**src/rtl/fsm_pkg.sv**
```systemverilog
// rtl/fsm_pkg.sv - shared types and helpers for the serial feeder / detector pair
package fsm_pkg;

  typedef enum logic {
    IDLE  = 1'b0,
    SHIFT = 1'b1
  } state_t;

  // Zero or out-of-range lengths mean "send the whole word".
  function automatic int unsigned eff_len(input int unsigned len, input int unsigned width);
    return ((len == 0) || (len > width)) ? width : len;
  endfunction

endpackage

```
**src/rtl/serial_bit_feeder.sv**
```systemverilog
// rtl/serial_bit_feeder.sv - parallel-to-serial feeder with framing strobes and word count
module serial_bit_feeder
  import fsm_pkg::*;
#(
  parameter int   WIDTH      = 8,
  parameter int   MSB_FIRST  = 1,
  parameter logic IDLE_LEVEL = 1'b0,
  parameter int   CNT_W      = 16
) (
  input  logic                       clock,
  input  logic                       reset,
  input  logic [WIDTH-1:0]           data_in,
  input  logic [$clog2(WIDTH+1)-1:0] len_in,
  input  logic                       data_valid,
  output logic                       data_ready,
  output logic                       out,
  output logic                       bit_valid,
  output logic                       last_bit,
  output logic                       busy,
  output logic [CNT_W-1:0]           words_sent
);

  localparam int LW = $clog2(WIDTH+1);

  state_t           state, state_nx;
  logic [WIDTH-1:0] shreg, shreg_nx;
  logic [LW-1:0]    cnt, cnt_nx;
  logic             out_nx, bit_valid_nx, last_bit_nx, busy_nx;
  logic [CNT_W-1:0] words_nx;

  logic [LW-1:0]    len_eff;
  logic [WIDTH-1:0] aligned;
  logic             accept;

  // Ready only depends on registered state, so data_in/len_in never reach an output.
  assign data_ready = ((state == IDLE) || last_bit) && !reset;
  assign accept     = data_valid && data_ready;

  // Normalise the length and align the word so the first bit sits at the shift end.
  always_comb begin
    len_eff = LW'(eff_len(32'(len_in), WIDTH));
    if (MSB_FIRST != 0) aligned = data_in << (WIDTH - int'(len_eff));
    else                aligned = data_in;
  end

  // Next-state and next-output logic: load on accept, shift otherwise, drop to idle after the last bit.
  always_comb begin
    state_nx     = state;
    shreg_nx     = shreg;
    cnt_nx       = cnt;
    out_nx       = out;
    bit_valid_nx = bit_valid;
    last_bit_nx  = last_bit;
    busy_nx      = busy;
    words_nx     = words_sent;

    if ((state == SHIFT) && last_bit) words_nx = words_sent + CNT_W'(1);

    if (accept) begin
      state_nx     = SHIFT;
      busy_nx      = 1'b1;
      bit_valid_nx = 1'b1;
      cnt_nx       = len_eff - LW'(1);
      last_bit_nx  = (len_eff == LW'(1));
      if (MSB_FIRST != 0) begin
        out_nx   = aligned[WIDTH-1];
        shreg_nx = aligned << 1;
      end else begin
        out_nx   = aligned[0];
        shreg_nx = aligned >> 1;
      end
    end else if (state == SHIFT) begin
      if (!last_bit) begin
        cnt_nx      = cnt - LW'(1);
        last_bit_nx = (cnt == LW'(1));
        if (MSB_FIRST != 0) begin
          out_nx   = shreg[WIDTH-1];
          shreg_nx = shreg << 1;
        end else begin
          out_nx   = shreg[0];
          shreg_nx = shreg >> 1;
        end
      end else begin
        state_nx     = IDLE;
        busy_nx      = 1'b0;
        bit_valid_nx = 1'b0;
        last_bit_nx  = 1'b0;
        out_nx       = IDLE_LEVEL;
        cnt_nx       = '0;
        shreg_nx     = '0;
      end
    end
  end

  // State and output registers; reset abandons any word in flight at once.
  always_ff @(posedge clock or posedge reset) begin
    if (reset) begin
      state      <= IDLE;
      shreg      <= '0;
      cnt        <= '0;
      out        <= IDLE_LEVEL;
      bit_valid  <= 1'b0;
      last_bit   <= 1'b0;
      busy       <= 1'b0;
      words_sent <= '0;
    end else begin
      state      <= state_nx;
      shreg      <= shreg_nx;
      cnt        <= cnt_nx;
      out        <= out_nx;
      bit_valid  <= bit_valid_nx;
      last_bit   <= last_bit_nx;
      busy       <= busy_nx;
      words_sent <= words_nx;
    end
  end

endmodule

```
**config.mk**
```make
export PLATFORM = sky130hd
export DESIGN_NAME = serial_bit_feeder
export DESIGN_NICKNAME = d
export VERILOG_FILES = /design/src/rtl/fsm_pkg.sv /design/src/rtl/serial_bit_feeder.sv
export SDC_FILE = /design/constraint.sdc
export NUM_CORES = 1
export LEC_CHECK = 0
export CAP_MARGIN = 20
export CORE_AREA = 2 2 73 75
export CTS_CLUSTER_SIZE = 8
export DETAILED_ROUTE_END_ITERATION = 6
export DIE_AREA = 0 0 75 77
export PLACE_DENSITY = 0.69
export SETUP_SLACK_MARGIN = 0.2
export SLEW_MARGIN = 40
export SYNTH_ARGS = -nofsm -noshare
export SYNTH_HDL_FRONTEND = slang
export SYNTH_SLANG_ARGS = --single-unit
```
**constraint.sdc**
```tcl
create_clock -name clock -period 2.1 [get_ports clock]
set_input_delay 0.42 -clock clock [delete_from_list [all_inputs] [get_ports clock]]
set_output_delay 0.42 -clock clock [all_outputs]
set_load 0.05 [all_outputs]
```
Word-level counts from Yosys, hierarchy flattened. Index checks and enable logic that the tools add are counted.

Bits in registers: 32. Input port bits: 15.

Reduce and logical (&&, ||, !) cells: 10. $lt $le $gt $ge: 1. Multiplexer cells: 19. Shift-type cells: 1. Eq/ne operators: 2. Bitwise logic cells: 1. $add $sub $neg: 4.

Operator list (number): $shl 8x32->8 (1); $mux 8 (3); $add 16x1->16 const B (1); $mux 4 (4); $mux 1 (12); $eq 4x1->1 const B (2); $sub 4x1->4 const B (2); $sub 4x4->5 const A (1); $gt 4x4->1 const B (1); $logic_not 4->1 (1); $reduce_bool 2->1 (2); $logic_and 1x1->1 (3); $logic_or 1x1->1 (2); $reduce_and 2->1 (1); $logic_not 1->1 (1); $not 1->1 (1).

Longest topological paths before layout. Gate-level depths: netlist (run 1).

Depth in word-level cells: 6. Depth in mapped cells: 8. Gate-level depth less buffers: 8.

Least setup slack after synthesis (run 1). OpenSTA, ideal clock, no wires.

Path type: register to output. Start point: register last_bit. End point: output data_ready. Path slack: 0.067 ns. Data arrival time: 1.613 ns. Required time: 1.680 ns. Cell stages (with the launch flop): 4. Cell sequence: dfrtp_1 > nor2b_1 > buf_6 > nor2_1.

Cells in the longest elaborated chain, start to end: 2.

RTL lines: start, declared (RTL line serial_bit_feeder.sv:18) `output logic last_bit,`; start signal, assigned (RTL line serial_bit_feeder.sv:112) `last_bit <= last_bit_nx;`; $logic_or 1x1->1 (RTL line serial_bit_feeder.sv:36) `assign data_ready = ((state == IDLE) || last_bit) && !reset;`; $logic_and 1x1->1 (RTL line serial_bit_feeder.sv:36); end, declared (RTL line serial_bit_feeder.sv:15) `output logic data_ready,`.

Every way passes these cells.

Worst setup path in the final report (run 1).
Start point: input len_in[3]. End point: register shreg[7].

Cells in the longest elaborated chain, start to end: 6. Elaborated cells between the ends (all ways): 7.

RTL lines: start, declared (RTL line serial_bit_feeder.sv:13) `input logic [$clog2(WIDTH+1)-1:0] len_in,`; $gt 4x4->1 / $logic_not 4->1 (equally long branches) (RTL line fsm_pkg.sv:11) `return ((len == 0) || (len > width)) ? width : len;`; $logic_or 1x1->1 (RTL line fsm_pkg.sv:11); $mux 4 * (RTL line fsm_pkg.sv:11); $sub 4x4->5 * (RTL line serial_bit_feeder.sv:42) `if (MSB_FIRST != 0) aligned = data_in << (WIDTH - int'(len_eff));`; $shl 8x32->8 * (RTL line serial_bit_feeder.sv:42); $mux 8 * (RTL line serial_bit_feeder.sv:59) `if (accept) begin`; end signal, assigned (RTL line serial_bit_feeder.sv:108) `shreg <= shreg_nx;`; end, declared (RTL line serial_bit_feeder.sv:26) `logic [WIDTH-1:0] shreg, shreg_nx;`.

Every way passes the cells marked *; elsewhere a longest branch is shown, timed or not. A chain may end at the register's enable or synchronous reset.

==> out/metrics.yaml, run 1 <==
outcome:
  status: "finished, final reports clean"
global_routing:
  grt_max_degree: 32
  grt_pass1_vias: 1630
  busiest_layer: "met2"
  met3_usage_pct: 2.89
  grtUsageMet2_pct: 27.6
  grt_overflow: 0
  grt_util_met1_pct: 20.7
  antenna_found_initial: 0
  grt_pass1_wl_mm: 7.46
  grt_usage_pct: 16.3
die:
  io_pins: 36
  die_x_um: 75
  start_util_pct: 36.6
  fp.dieH_um: 77
  die-area_mm2: 0.00578
  num_rows: 26
  core_area_mm2: 0.00498
worst_setup_path:
  rr_startpoint: "state$_DFF_PP0_"
  critical_path_class: "input pin to flip-flop"
  crit_path_start: "len_in[3]"
  start_kind: "input pin"
  r2r_slack_ns: 0.42
  endpoint_kind: "flip-flop"
  crit_arrival_ns: 2.05
  critPathMaxFanout: 6
  crit_required_ns: 2.27
synth:
  synth_warnings: 0
  netlist_top_cells_area: "dfrtp_1 43%, xnor2_1 6.3%, nand2_1 5.2%"
  syn-cell-area_mm2: 0.00182
  synth_area_per_cell_um2: 9.34
  yosysSeqAreaShare_pct: 42.6
  synthAdderAreaFrac_pct: 3.43
  muxShareOfSynthArea_pct: 1.72
  yosys.area.top_type_share_pct: 42.6
  synth_edf_count: 0
  synth_most_common_cell: "dfrtp_1"
  synth_compound_area_share_pct: 15.3
  ys_async_sr_fraction_pct: 100
  syn_inst: 195
  synth-simple-area-share_pct: 22.7
  ys.flop_type: "dfrtp_1"
  synth_top_family_by_area: "simple AND/OR/NAND/NOR gates"
  yosysUniqueCellTypes: 50
  post-synth-top-area-cell: "dfrtp_1"
  synth_xor_area_share_pct: 9.68
  ys_top_cells_by_count: "31 x dfrtp_1, 25 x nand2_1, 19 x nor2_1, 13 x xnor2_1, 10 x o21ai_0"
  syn_nets: 215
  synth_seq_cells: 31
routing:
  drc: 0
  vias_per_cell: 5.06
  routed_wl_mm: 4.26
  ant_nets: 0
  dr.pass1.iters: 4
  via_count: 1643
  wl_per_cell_um: 13.1
  drt_iter0_drc: 67
timing:
  rsz0062_at_grt: "yes"
  finalSetupViolations: 0
  fin_ws_ns: 0.218
  clock_skew_ns: 0.00322
  fin_crit_sh_pct: 89.6
  tightestPinTransition_ns: 0.509
  slew_headroom_pct: 66.0
  max_freq_mhz: 531
  slew_violations: 0
  hold_viol_final: 0
  min_period_ns: 1.88
cells_and_area:
  area_delta_synth_final_pct: 38.8
  diodes: 0
  drive_gt1_share_pct: 20.8
  multi_input_area_mm2: 0.00102
  final.fill_count: 486
  ff_latch_area_um2: 778
  utilization_pct: 50.8
  num-nets-final: 275
cts:
  h-tree-depth: 2
  cts_buffers: 5
  clockRootBuffer: "clkbuf_8"
  cts_tree: "done"
  numClockSinks: 31
  clk_pin_slew_ns: 0.06
  cts_setup_buffers: 0
  cts_buffer_depth: 2
  ctsHoldBuffers: 0
  clkLatencyLatePin_ns: 0.28
hold_path:
  hold_start: "words_sent[15]$_DFFE_PP0P_"
  min_path_type: "flip-flop to flip-flop"
placed_design:
  io_buffer_count: 35
  gp_congestion: 0.826
  dp_hpwl_mm: 3.33
  pre_cts_ws_ns: -0.368
power_and_ir_drop:
  power.leakage_uw: 0.00119
  power.density_mw_per_mm2: 1040
  peakVddDrop_mv: 0.431
flow_run:
  cap_violations: 0
==> worst paths after layout <==
check / to / cells after the start
max: shreg[7]$_DFFE_PP0P_ / 9
min: words_sent[15]$_DFFE_PP0P_ / 1
max reg2reg: shreg[7]$_DFFE_PP0P_ / 5
min reg2reg: words_sent[15]$_DFFE_PP0P_ / 1
max in group asynchronous: state$_DFF_PP0_ / 3
min in group asynchronous: cnt[3]$_DFFE_PP0P_ / 3
==> power breakdown <==
part / internal [uW] / leakage (uW) / switching (uW)
logic: 486 / 0.000735 / 737
clock network: 257 / 0.0000470 / 214
registers: 758 / 0.000404 / 177
==> through the flow <==
step | total power (uW) | area, um2 | hold slack (ns) | TNS [ns] | cells
detailed placement | 2220 | 2430 | 0.462 | -2.67 | 318
finish | 2630 | 2530 | 0.465 | 0 | 325
global route | 2810 | 2530 | 0.502 | 0 | 325
global placement | 2180 | 2430 | 0.459 | -2.24 | 318
CTS | 2660 | 2510 | 0.475 | 0 | 325
floorplan | 1780 | 1850 | 0.438 | 0 | 195
==> logic make-up after synthesis <==
family / count (synthesis)
buf+inv: 15
fa+ha+maj: 5
mux: 3
flops: 31
xor+xnor: 18
compound gates: 41
simple gates: 82
==> area by class of cell <==
class,count,share of cell area (%)
multi-input combinational,149,40.2
sequential,31,30.8
timing repair buffer,60,20.9
tap,70,3.46
clock buffer,6,3.27
inverter,8,1.19
clock inverter,1,0.198
==> placed cells by master (no fill, tap or decap), types with 4 or more instances in the layout <==
cell,Yosys,routed
a21oi_1,7,7
and3_1,4,4
buf_4,2,25
clkbuf_8,0,6
clkdlybuf4s50_1,0,10
dfrtp_1,31,29
dlygate4sd2_1,0,21
inv_1,7,7
nand2_1,25,24
nand3_1,9,9
nor2_1,19,17
o21ai_0,10,10
xnor2_1,13,13
xor2_1,4,4
==> worst max-delay path, cell delays in order <==
cell,delay (ns)
dlygate4sd2_1,0.27
inv_1,0.11
nand2_2,0.11
ha_4,0.21
buf_4,0.14
o21a_1,0.20
a22oi_2,0.20
nor4_1,0.07
a311o_1,0.31
==> metal layers <==
layer / up-vias / part of all wire (%)
li1: 813 / -
met1: 773 / 43
met2: 50 / 50
met3: 7 / 5.2
met4: 0 / 1.3
met5: - / 0
==> sequential cells by signal, indices dropped and copies added (netlist names) <==
signal      flops
cnt             4
last_bit        1
shreg           7
out             1
words_sent     16
busy            1
state           1
==> timing repair <==
action / CTS / global route
setup endpoints to repair: 26 / 8
pin swaps: 7 / 0
gates resized for setup: 25 / 6
Note: power is estimated with default switching activity, not from simulation.
==> run 2: changes to the inputs <==
Settings changed: CORE_AREA 2 2 73 75 to 2 2 81 83, DIE_AREA 0 0 75 77 to 0 0 83 85, PLACE_DENSITY 0.69 to 0.6.
==> out/metrics.yaml, run 2 (synthesized netlist as in run 1, its figures left out) <==
cts:
  clkLatencyLatePin_ns: 0.28
  h-tree-depth: 2
  numClockSinks: 31
  ctsHoldBuffers: 0
  cts_tree: "done"
  cts_buffer_depth: 2
  clk_pin_slew_ns: 0.07
  cts_buffers: 5
  clockRootBuffer: "clkbuf_8"
global_routing:
  grt_max_degree: 32
  antenna_found_initial: 0
  grt_pass1_vias: 1628
  grt_pass1_wl_mm: 7.58
  grt_overflow: 0
  grt_usage_pct: 13.3
power_and_ir_drop:
  seqPwrFrac_pct: 35.3
  fin_total_pwr_uw: 2650
  p_int_uw: 1520
  power.density_mw_per_mm2: 1020
  p_sw_uw: 1140
  power.leakage_uw: 0.00121
  power_switching_share_pct: 42.8
  clock_power_share_pct: 17.9
  power_frac_comb_pct: 46.8
  peakVddDrop_mv: 0.682
timing:
  clock_skew_ns: 0.00974
  hold_viol_final: 0
  slew_violations: 0
  max_freq_mhz: 546
  tightestPinTransition_ns: 0.502
  slew_headroom_pct: 66.5
  fin_crit_sh_pct: 87.3
  min_period_ns: 1.83
  rsz0062_at_grt: "yes"
  finalSetupViolations: 0
routing:
  drt_iter0_drc: 77
  routed_wl_mm: 4.48
  ant_nets: 0
  wl_per_cell_um: 13.2
  via_count: 1643
  drc: 0
  vias_per_cell: 4.86
  dr.pass1.iters: 4
worst_setup_path:
  critPathMaxFanout: 4
  start_kind: "input pin"
  rr_startpoint: "state$_DFF_PP0_"
  crit_arrival_ns: 2.05
  crit_required_ns: 2.31
  endpoint_kind: "flip-flop"
  critical_path_class: "input pin to flip-flop"
  crit_path_start: "data_valid"
die:
  die_x_um: 83
  io_pins: 36
  fp.dieH_um: 85
  num_rows: 29
  die-area_mm2: 0.00706
  core_area_mm2: 0.00620
  start_util_pct: 29.4
cells_and_area:
  num-nets-final: 280
  final_common_cell: "dfrtp_1"
  regMostFlops: "words_sent"
  diodes: 0
  drive_gt1_share_pct: 23.4
  largest_reg_flops: 16
  utilization_pct: 41.8
  final.fill_count: 625
  top_regs: "words_sent x16, shreg x7, cnt x4"
  area_delta_synth_final_pct: 42.4
  fin_cells: 338
  final_cell_mix: "29 x dfrtp_1, 28 x buf_4, 23 x nand2_1, 21 x dlygate4sd2_1, 17 x nor2_1"
placed_design:
  io_buffer_count: 35
  dp_hpwl_mm: 3.41
  gp_congestion: 0.856
  dpl.cell_count: 328
outcome:
  status: "finished, final reports clean"
hold_path:
  min_path_type: "input pin to asynchronous set/reset pin"
flow_run:
  cap_violations: 0
## run 2: layer usage
layer  share of wire [%]  wire length [um]  track usage (%)  vias to the layer above
li1                    -                 -                -                      824
met1                  46              2050             16.0                      776
met2                  49              2210             23.0                       41
met3                 4.2               190             3.50                        2
met4                0.56                25             4.92                        0
met5                   0                 0                0                        -
## run 2: repair_timing
item | CTS | global route
gates resized for setup | 29 | 9
buffers inserted | 2 | 0
pin swaps | 5 | 3
setup endpoints to repair | 29 | 10
## run 2: worst paths after layout
path                                         to  cells past startpoint  slack, ns
min in group clock         last_bit$_DFFE_PP0P_                      1       0.48
max reg2reg                shreg[7]$_DFFE_PP0P_                      5       0.39
max in group asynchronous       state$_DFF_PP0_                      3       1.50
min reg2reg                last_bit$_DFFE_PP0P_                      1       0.48
min                          cnt[1]$_DFFE_PP0P_                      3       0.30
max                        shreg[7]$_DFFE_PP0P_                      7       0.27
## run 2: power by group through the flow
stage / registers [uW] / clock network [uW] / logic [uW]
after floorplan: 1120 / 0 / 655
after global placement: 945 / 0 / 1260
after detailed placement: 950 / 0 / 1280
after CTS: 937 / 494 / 1240
after global routing: 970 / 525 / 1350
final: 936 / 476 / 1240
## run 2: cell type report
class | instances | area [um2] | share of cell area [%]
Inverter | 8 | 30.0 | 1.16
Multi-Input combinational cell | 149 | 1020 | 39.3
Clock buffer | 7 | 86.3 | 3.33
Timing Repair Buffer | 65 | 578 | 22.3
Sequential cell | 31 | 778 | 30.0
Clock inverter | 1 | 5.00 | 0.193
Tap cell | 77 | 96.3 | 3.71
## run 2: per-stage QoR
step | hold slack (ns) | TNS, ns | area, um2 | setup WS, ns
finish | 0.297 | 0 | 2590 | 0.268
CTS | 0.483 | 0 | 2580 | 0.101
floorplan | 0.438 | 0 | 1850 | 0.201
detailed placement | 0.460 | -2.68 | 2460 | -0.356
global placement | 0.459 | -2.37 | 2460 | -0.324
global route | 0.344 | 0 | 2590 | 0.174
## run 2: critical path, stage by stage
cell and delay [ns]:
clkdlybuf4s50_1 0.48, nor2b_2 0.14, buf_4 0.14, nand3_2 0.08, or4_1 0.47, a31oi_1 0.18
a311o_1 0.14
